File: src/rtl/tone_sequencer.sv
// ---------------------------------------------------------------------------
// tone_sequencer
//   Plays a stored sequence of {period, duration} notes into a downstream
//   PWM tone generator. Every note is driven at 50% duty, and a zero period
//   is a rest. A zero duration marks the end of the sequence.
//
// Ports
//   clk        system clock
//   rst        synchronous active-high reset
//   wr_en      sequence RAM write strobe
//   wr_addr    entry index to write
//   wr_period  note period in clocks (0 = rest)
//   wr_dur     note length in ticks (0 = end-of-sequence marker)
//   start      begin playback from entry 0 (only looked at in IDLE)
//   stop       abort playback in any state; no done pulse
//   loop       sampled at end of sequence; 1 = restart from entry 0
//   period     period to the PWM stage
//   compare    compare to the PWM stage, always period >> 1
//   mute       high when no tone is sounding
//   busy       high whenever not IDLE
//   done       one-cycle pulse on natural completion
//   note_idx   index of the entry currently sounding
// ---------------------------------------------------------------------------
module tone_sequencer #(
    parameter int MAX_WAVE = 24,
    parameter int DEPTH    = 16,
    parameter int AW       = 4,
    parameter int DUR_W    = 8,
    parameter int TICK_DIV = 50000
) (
    input  logic                clk,
    input  logic                rst,
    input  logic                wr_en,
    input  logic [AW-1:0]       wr_addr,
    input  logic [MAX_WAVE-1:0] wr_period,
    input  logic [DUR_W-1:0]    wr_dur,
    input  logic                start,
    input  logic                stop,
    input  logic                loop,
    output logic [MAX_WAVE-1:0] period,
    output logic [MAX_WAVE-1:0] compare,
    output logic                mute,
    output logic                busy,
    output logic                done,
    output logic [AW-1:0]       note_idx
);

    localparam int TW = (TICK_DIV > 2) ? $clog2(TICK_DIV) : 1;
    localparam logic [TW-1:0]    TICK_LAST = TW'(TICK_DIV - 1);
    localparam logic [AW-1:0]    IDX_LAST  = AW'(DEPTH - 1);
    localparam logic [DUR_W-1:0] DUR_ONE   = DUR_W'(1);

    typedef enum logic [1:0] {
        ST_IDLE  = 2'd0,
        ST_FETCH = 2'd1,
        ST_CHECK = 2'd2,
        ST_PLAY  = 2'd3
    } state_t;

    // Sequence RAM: {period, dur} per entry, not reset.
    logic [MAX_WAVE+DUR_W-1:0] r_mem [DEPTH];
    logic [MAX_WAVE+DUR_W-1:0] r_rd_data;

    state_t                r_state;
    logic [AW-1:0]         r_idx;
    logic [DUR_W-1:0]      r_dur_ctr;
    logic [TW-1:0]         r_tick_ctr;
    logic [MAX_WAVE-1:0]   r_period;
    logic [MAX_WAVE-1:0]   r_compare;
    logic                  r_mute;
    logic                  r_done;
    logic [AW-1:0]         r_note_idx;

    logic [MAX_WAVE-1:0]   w_rd_period;
    logic [DUR_W-1:0]      w_rd_dur;
    logic                  w_loop_back;

    assign w_rd_period = r_rd_data[MAX_WAVE+DUR_W-1:DUR_W];
    assign w_rd_dur    = r_rd_data[DUR_W-1:0];
    // Entry 0 terminating with loop set would spin forever with no sound,
    // so looping is only allowed once at least one entry has been passed.
    assign w_loop_back = loop && (r_idx != '0);

    always_ff @(posedge clk) begin
        if (wr_en) begin
            r_mem[wr_addr] <= {wr_period, wr_dur};
        end
    end

    // Read only during FETCH so CHECK sees the entry as it was at fetch time;
    // later writes to the same entry apply on the next fetch of it.
    always_ff @(posedge clk) begin
        if (r_state == ST_FETCH) begin
            r_rd_data <= r_mem[r_idx];
        end
    end

    always_ff @(posedge clk) begin
        if (rst) begin
            r_state    <= ST_IDLE;
            r_idx      <= '0;
            r_dur_ctr  <= '0;
            r_tick_ctr <= '0;
            r_period   <= '0;
            r_compare  <= '0;
            r_mute     <= 1'b1;
            r_done     <= 1'b0;
            r_note_idx <= '0;
        end else begin
            r_done <= 1'b0;
            if (stop && (r_state != ST_IDLE)) begin
                r_state   <= ST_IDLE;
                r_period  <= '0;
                r_compare <= '0;
                r_mute    <= 1'b1;
            end else begin
                case (r_state)
                    ST_IDLE: begin
                        if (start && !stop) begin
                            r_idx   <= '0;
                            r_state <= ST_FETCH;
                        end
                    end
                    ST_FETCH: begin
                        r_state <= ST_CHECK;
                    end
                    ST_CHECK: begin
                        if (w_rd_dur == '0) begin
                            if (w_loop_back) begin
                                r_idx   <= '0;
                                r_state <= ST_FETCH;
                            end else begin
                                r_period  <= '0;
                                r_compare <= '0;
                                r_mute    <= 1'b1;
                                r_done    <= 1'b1;
                                r_state   <= ST_IDLE;
                            end
                        end else begin
                            r_period   <= w_rd_period;
                            r_compare  <= w_rd_period >> 1;
                            r_mute     <= (w_rd_period == '0);
                            r_note_idx <= r_idx;
                            r_dur_ctr  <= w_rd_dur;
                            r_tick_ctr <= '0;
                            r_state    <= ST_PLAY;
                        end
                    end
                    ST_PLAY: begin
                        if (r_tick_ctr == TICK_LAST) begin
                            r_tick_ctr <= '0;
                            r_dur_ctr  <= r_dur_ctr - DUR_ONE;
                            if (r_dur_ctr == DUR_ONE) begin
                                if (r_idx != IDX_LAST) begin
                                    r_idx   <= r_idx + 1'b1;
                                    r_state <= ST_FETCH;
                                end else if (w_loop_back) begin
                                    r_idx   <= '0;
                                    r_state <= ST_FETCH;
                                end else begin
                                    r_period  <= '0;
                                    r_compare <= '0;
                                    r_mute    <= 1'b1;
                                    r_done    <= 1'b1;
                                    r_state   <= ST_IDLE;
                                end
                            end
                        end else begin
                            r_tick_ctr <= r_tick_ctr + 1'b1;
                        end
                    end
                    default: r_state <= ST_IDLE;
                endcase
            end
        end
    end

    assign period   = r_period;
    assign compare  = r_compare;
    assign mute     = r_mute;
    assign busy     = (r_state != ST_IDLE);
    assign done     = r_done;
    assign note_idx = r_note_idx;

endmodule

File: config.mk
export PLATFORM = sky130hd
export DESIGN_NAME = tone_sequencer
export DESIGN_NICKNAME = d
export VERILOG_FILES = /design/src/rtl/tone_sequencer.sv
export SDC_FILE = /design/constraint.sdc
export NUM_CORES = 1
export LEC_CHECK = 0
export BUFFER_PORTS_ARGS = -buffer_cell sky130_fd_sc_hd__clkbuf_2
export CORE_MARGIN = 2
export CORE_UTILIZATION = 30
export DETAILED_ROUTE_END_ITERATION = 6
export HOLD_SLACK_MARGIN = 0.06
export SETUP_SLACK_MARGIN = 0.05
export SLEW_MARGIN = 20
export SYNTH_ARGS = -nofsm -noshare
export SYNTH_HDL_FRONTEND = slang
export SYNTH_SLANG_ARGS = --single-unit
File: constraint.sdc
create_clock -name clk -period 6.8 [get_ports clk]
set_clock_uncertainty 0.15 [all_clocks]
set_input_delay 2.04 -clock clk [delete_from_list [all_inputs] [get_ports clk]]
set_output_delay 2.04 -clock clk [all_outputs]
set_load 0.01 [all_outputs]
Yosys cells after proc, flatten, opt, wreduce, memory -nomap -nowiden:

Memory sizes are Yosys's and may differ from the RTL's. A register that Yosys moved wholly into a read port is not among the register bits.
Cells that the tools add are included.

* reduce and logical (&&, ||, !) cells: 18
* add/sub/neg operators: 3
* magnitude comparators: 0
* muxes and demuxes: 46
* divide/modulo/power cells: 0
* bitwise gates (word level): 2
* shift operators: 0
* equality and inequality tests: 12
* multiply operators: 0

Operators with widths (number)
* 2-to-1 mux 24 bit: 10
* case mux 24 bit (2 select lines): 2
* 2-to-1 mux 16 bit: 2
* case mux 16 bit (2 select lines): 1
* zero test 24 bit: 1
* 2-to-1 mux 4 bit: 6
* adder 16 x 1 -> 16 bit (second input constant): 1
* equality test 16 bit (second input constant): 1
* 2-to-1 mux 8 bit: 2
* case mux 8 bit (2 select lines): 1
* 2-to-1 mux 1 bit: 13
* != test 2 bit (second input constant): 6
* case mux 4 bit (3 select lines): 1
* 2-to-1 mux 2 bit: 5
* AND reduction 3 bit: 3
* equality test 8 x 1 -> 1 bit (second input constant): 1
* zero test 8 bit: 1
* case mux 2 bit (4 select lines): 1
* AND reduction 4 bit: 2
* subtractor 8 x 1 -> 8 bit (second input constant): 1
* AND reduction 6 bit: 1
* adder 4 x 1 -> 4 bit (second input constant): 1
* equality test 2 bit (second input constant): 2
* != test 4 bit (second input constant): 1
* 10 further kinds: 15

* ROM bits: 0
* input port bits: 42
* register bits: 84
* RAM bits: 512
* latch bits: 0
* memories: 1
* output and inout bits: 55
* logic and storage cells: 91

Memories
* r_mem: depth 16, bits a word 32, rd ports 1, clocked after Yosys merged registers in 1, write ports 1, RTL line 61 `logic [MAX_WAVE+DUR_W-1:0] r_mem [DEPTH];`

Logic depth before layout (Yosys ltp):

* depth after elaboration: 7
* mapped depth: 11
* gate-level depth less buffers: 6

Worst setup path after synthesis:

Ideal clock, no wire load.

* kind: in2reg
* start: in wr_addr[2]
* end: mem r_mem[0][0] (netlist bit), enable pin
* arrival: 4.758 ns
* setup slack: 1.430 ns
* setup time: 0.461 ns
* path buffers: 0
* stages: 2
* cells stage by stage: or3b_2 nor3_1

RTL lines
* from (decl): RTL line 34 `input logic [AW-1:0] wr_addr,`
* to (decl): RTL line 61

No word-level cell before the write port.

Final worst setup path:

* start: reg r_state[0]
* end: out busy

* cells in the longest elaborated chain, start to end: 1

RTL lines
* from (decl): RTL line 64 `state_t r_state;`
* from (signal assigned): RTL line 100 `r_state <= ST_IDLE;`
* from (signal assigned): RTL line 112 `r_state <= ST_IDLE;`
* from (signal assigned): RTL line 121 `r_state <= ST_FETCH;`
* nonzero test 2 bit: RTL line 181 `assign busy = (r_state != ST_IDLE);`
* to (decl): RTL line 43 `output logic busy,`

No other way between the ends.

==> summary.md <==
| Metric | Value |
|---|---|
| Crit-path cells | or2_2 -> clkbuf_2 |
| Post-Route WL | 50800 um |
| RR Endpoint | r_rd_data[13] |
| First-pass GRT wire length | 75900 um |
| RSZ-0062 raised after global routing | no |
| Startpoint types | flip-flop |
| CTS resizes | 0 |
| DRT antenna net count | 0 |
| Port Buf Inserts | 96 |
| Distinct cells, synth | 57 |
| Maximum clock path buffer count | 3 |
| Worst slack at placement | 2530 ps |
| Area occupied by multi-input gates | 5600 um2 |
| Power per cell area | 285 nW/um2 |
| Clock slew at reported path FFs | 60 ps |
| Largest area contributor in the netlist | edfxtp_1 |
| Worst slew margin | 37.6% |
| Worst-Margin Slew | 935 ps |
| Chip width | 287 um |
| Setup crit end kind | primary output |
| Slowest-stage cell, CP | dfxtp_1 |
| Worst reg2reg path depth | 3 |
| Final Slew Violations | 0 |
| Worst skew pair latency | 630 ps |
| Sequential element share of the synthesized area | 75.1% |
| I/O pins | 97 |
| Final-layout fill cell count | 7300 |
| Crit path to | busy |
| CTS HTree Levels | 2 |
| Vias in the first global route | 12000 |
| Area added between synthesis and finish | 16.0% |
| Worst-path maximum fanout | 12 |
| Worst path required time | 4610 ps |
| Mapped Area | 24000 um2 |
| CTS tree | built |
| Final Hold Fails | 0 |
| Routed wire per std cell | 20.8 um |
| Run status | completed |
| LEAKAGE | 0.00846 uW |
| Setup Fix Bufs, Post-CTS | 0 |
| GR Overflow Total | 0 |
| GP Congestion | 0.767 |
| Share of layout cells above drive strength 1 | 30.3% |
| Register bit total from synthesis | 628 |
| Hold slack final | 279 ps |
| CTS buffer count | 60 |
| Initial Util | 30.4% |
| Final #Nets | 1387 |
| Worst setup margin | 3060 ps |
| Crit share post-route | 55.1% |
| Syn_area_per_cell | 19.8 um2 |
| Die span in y | 287 um |
| Max-cap violations | 0 |
| Core footprint | 79000 um2 |
| Sum of negative setup slack | 0 ps |
| CP max stage delay | 420 ps |
| Most frequent cell after synthesis | edfxtp_1 |
| R2r setup slk | 3430 ps |
| Area post-placement | 25800 um2 |
| DRT iter0 DRCs | 892 |
| Post-synthesis cell count | 1213 |
| Post-synthesis async set-or-reset flop share | 0% |
| Count of final setup violators | 0 |
| CTS root buffer | clkbuf_16 |
| Clock period minus worst slack | 3740 ps |
| Initial antenna violation count | 7 |
| Worst VDD drop | 0.000181 V |
| Design Area, Final | 27800 um2 |
| Post-DR vias/cell | 4.80 |
| FP Rows | 103 |
| Dpl hpwl | 29300 um |
| Syn nets | 1260 |
| Post-synth top flop | edfxtp_1 |
| Global-route usage over all layers | 12.3% |
| TritonCTS Sinks | 628 |
| Warnings from Yosys | 0 |
| WS Path Type | reg -> out |
| Max Clk Rate | 267 MHz |
| Drt drc | 0 |
| Reg area | 18000 um2 |
| Top post-synthesis cells by area | edfxtp_1, mux4_2, dfxtp_1, inv_1, nand2_1 |
| Top cells by count, synth | edfxtp_1, mux4_2, dfxtp_1 |
| Reg2reg start | r_idx[0] |
| Critical Path AT | 1550 ps |
| Top-area cell type share of the netlist area | 68.1% |
| Post-synth EDFFs | 544 |
| Via count | 11700 |
| Largest net degree at the start of global routing | 100 |
| Cts hold-fix bufs | 0 |
| Crit path from | r_state[0] |
| Hold WC Path Type | reg -> reg |
| First-pass iteration count of the detailed router | 5 |
| Die Area | 82200 um2 |
[report_power, final]
part / internal [uW] / switching (uW)
Sequential: 4300 / 44.3
Clock: 1870 / 1420
Combinational: 88.9 / 192
[sequential cells by signal (all words and copies together) (netlist names)]
name / count
compare: 24
done: 1
mute: 1
note_idx: 4
period: 24
r_dur_ctr: 8
r_idx: 4
r_mem: 512
r_rd_data: 32
r_state: 2
r_tick_ctr: 16
[placed cells by master, fill, tap and decap left out, drive strengths merged, types with 22 or more instances in the layout]
| cell | synthesis | layout |
|---|---|---|
| o21ai | 60 | 60 |
| edfxtp | 544 | 544 |
| clkbuf | 20 | 174 |
| nand2 | 51 | 51 |
| mux4 | 160 | 160 |
| nor2 | 50 | 50 |
| clkinv | 0 | 24 |
| buf | 35 | 24 |
| inv | 54 | 55 |
| a21oi | 22 | 22 |
| dfxtp | 84 | 84 |
[critical path, delay by kind of cell, from the launching register on]
| family | cells | cell delay, ps |
|---|---|---|
| and+or+nand+nor | 1 | 370 |
| DFF | 1 | 420 |
| buffers and inverters | 1 | 140 |
[how the worst min path moves through the flow]
stage,from,to,slack [ps],depth (start not counted)
floorplan,r_rd_data[8],period[0],300,2
finish,compare[23],compare[23],280,2
CTS,compare[23],compare[23],280,2
detailed placement,compare[23],compare[23],270,2
global placement,compare[23],compare[23],270,2
global route,compare[23],compare[23],310,2
[final cells by class]
type	instances	share of cell area, %
diodes	1	0.00900
clock buffers	78	5.84
inverters	54	0.729
repair buffers	120	2.61
multi-input cells	476	20.1
flip-flops and latches	628	64.8
well taps	1050	4.72
clock inverters	32	1.15
[through the flow]
step	std cells	power [uW]	util, %
2_1_floorplan	1213	4570	-
3_3_place_gp	2325	4690	32.6
3_5_place_dp	2325	4710	32.6
4_1_cts	2435	8010	35.1
5_1_grt	2438	8190	35.2
6_report	2439	7920	35.2
[cells by family (layout without fill, tap and decap cells)]
kind of cell | count (synthesis) | after routing | share of synthesized area, %
DFF | 628 | 628 | 75.1
buffers and inverters | 109 | 284 | 2.06
adders and majority gates | 5 | 5 | 0.261
AOI/OAI and AO/OA | 107 | 107 | 2.95
and+or+nand+nor | 188 | 188 | 3.96
xor gates and xnor gates | 12 | 12 | 0.438
other | 0 | 1 | 0
muxes | 164 | 164 | 15.2
[layer usage]
layer | track usage [%] | wire length, um | vias up
met5 | 0 | 40 | -
met4 | 2.85 | 862 | 6
met3 | 2.75 | 3440 | 81
met2 | 18.9 | 23200 | 339
met1 | 17.9 | 23200 | 6151
li1 | - | - | 5137
Note: power is estimated with default switching activity, not from simulation.
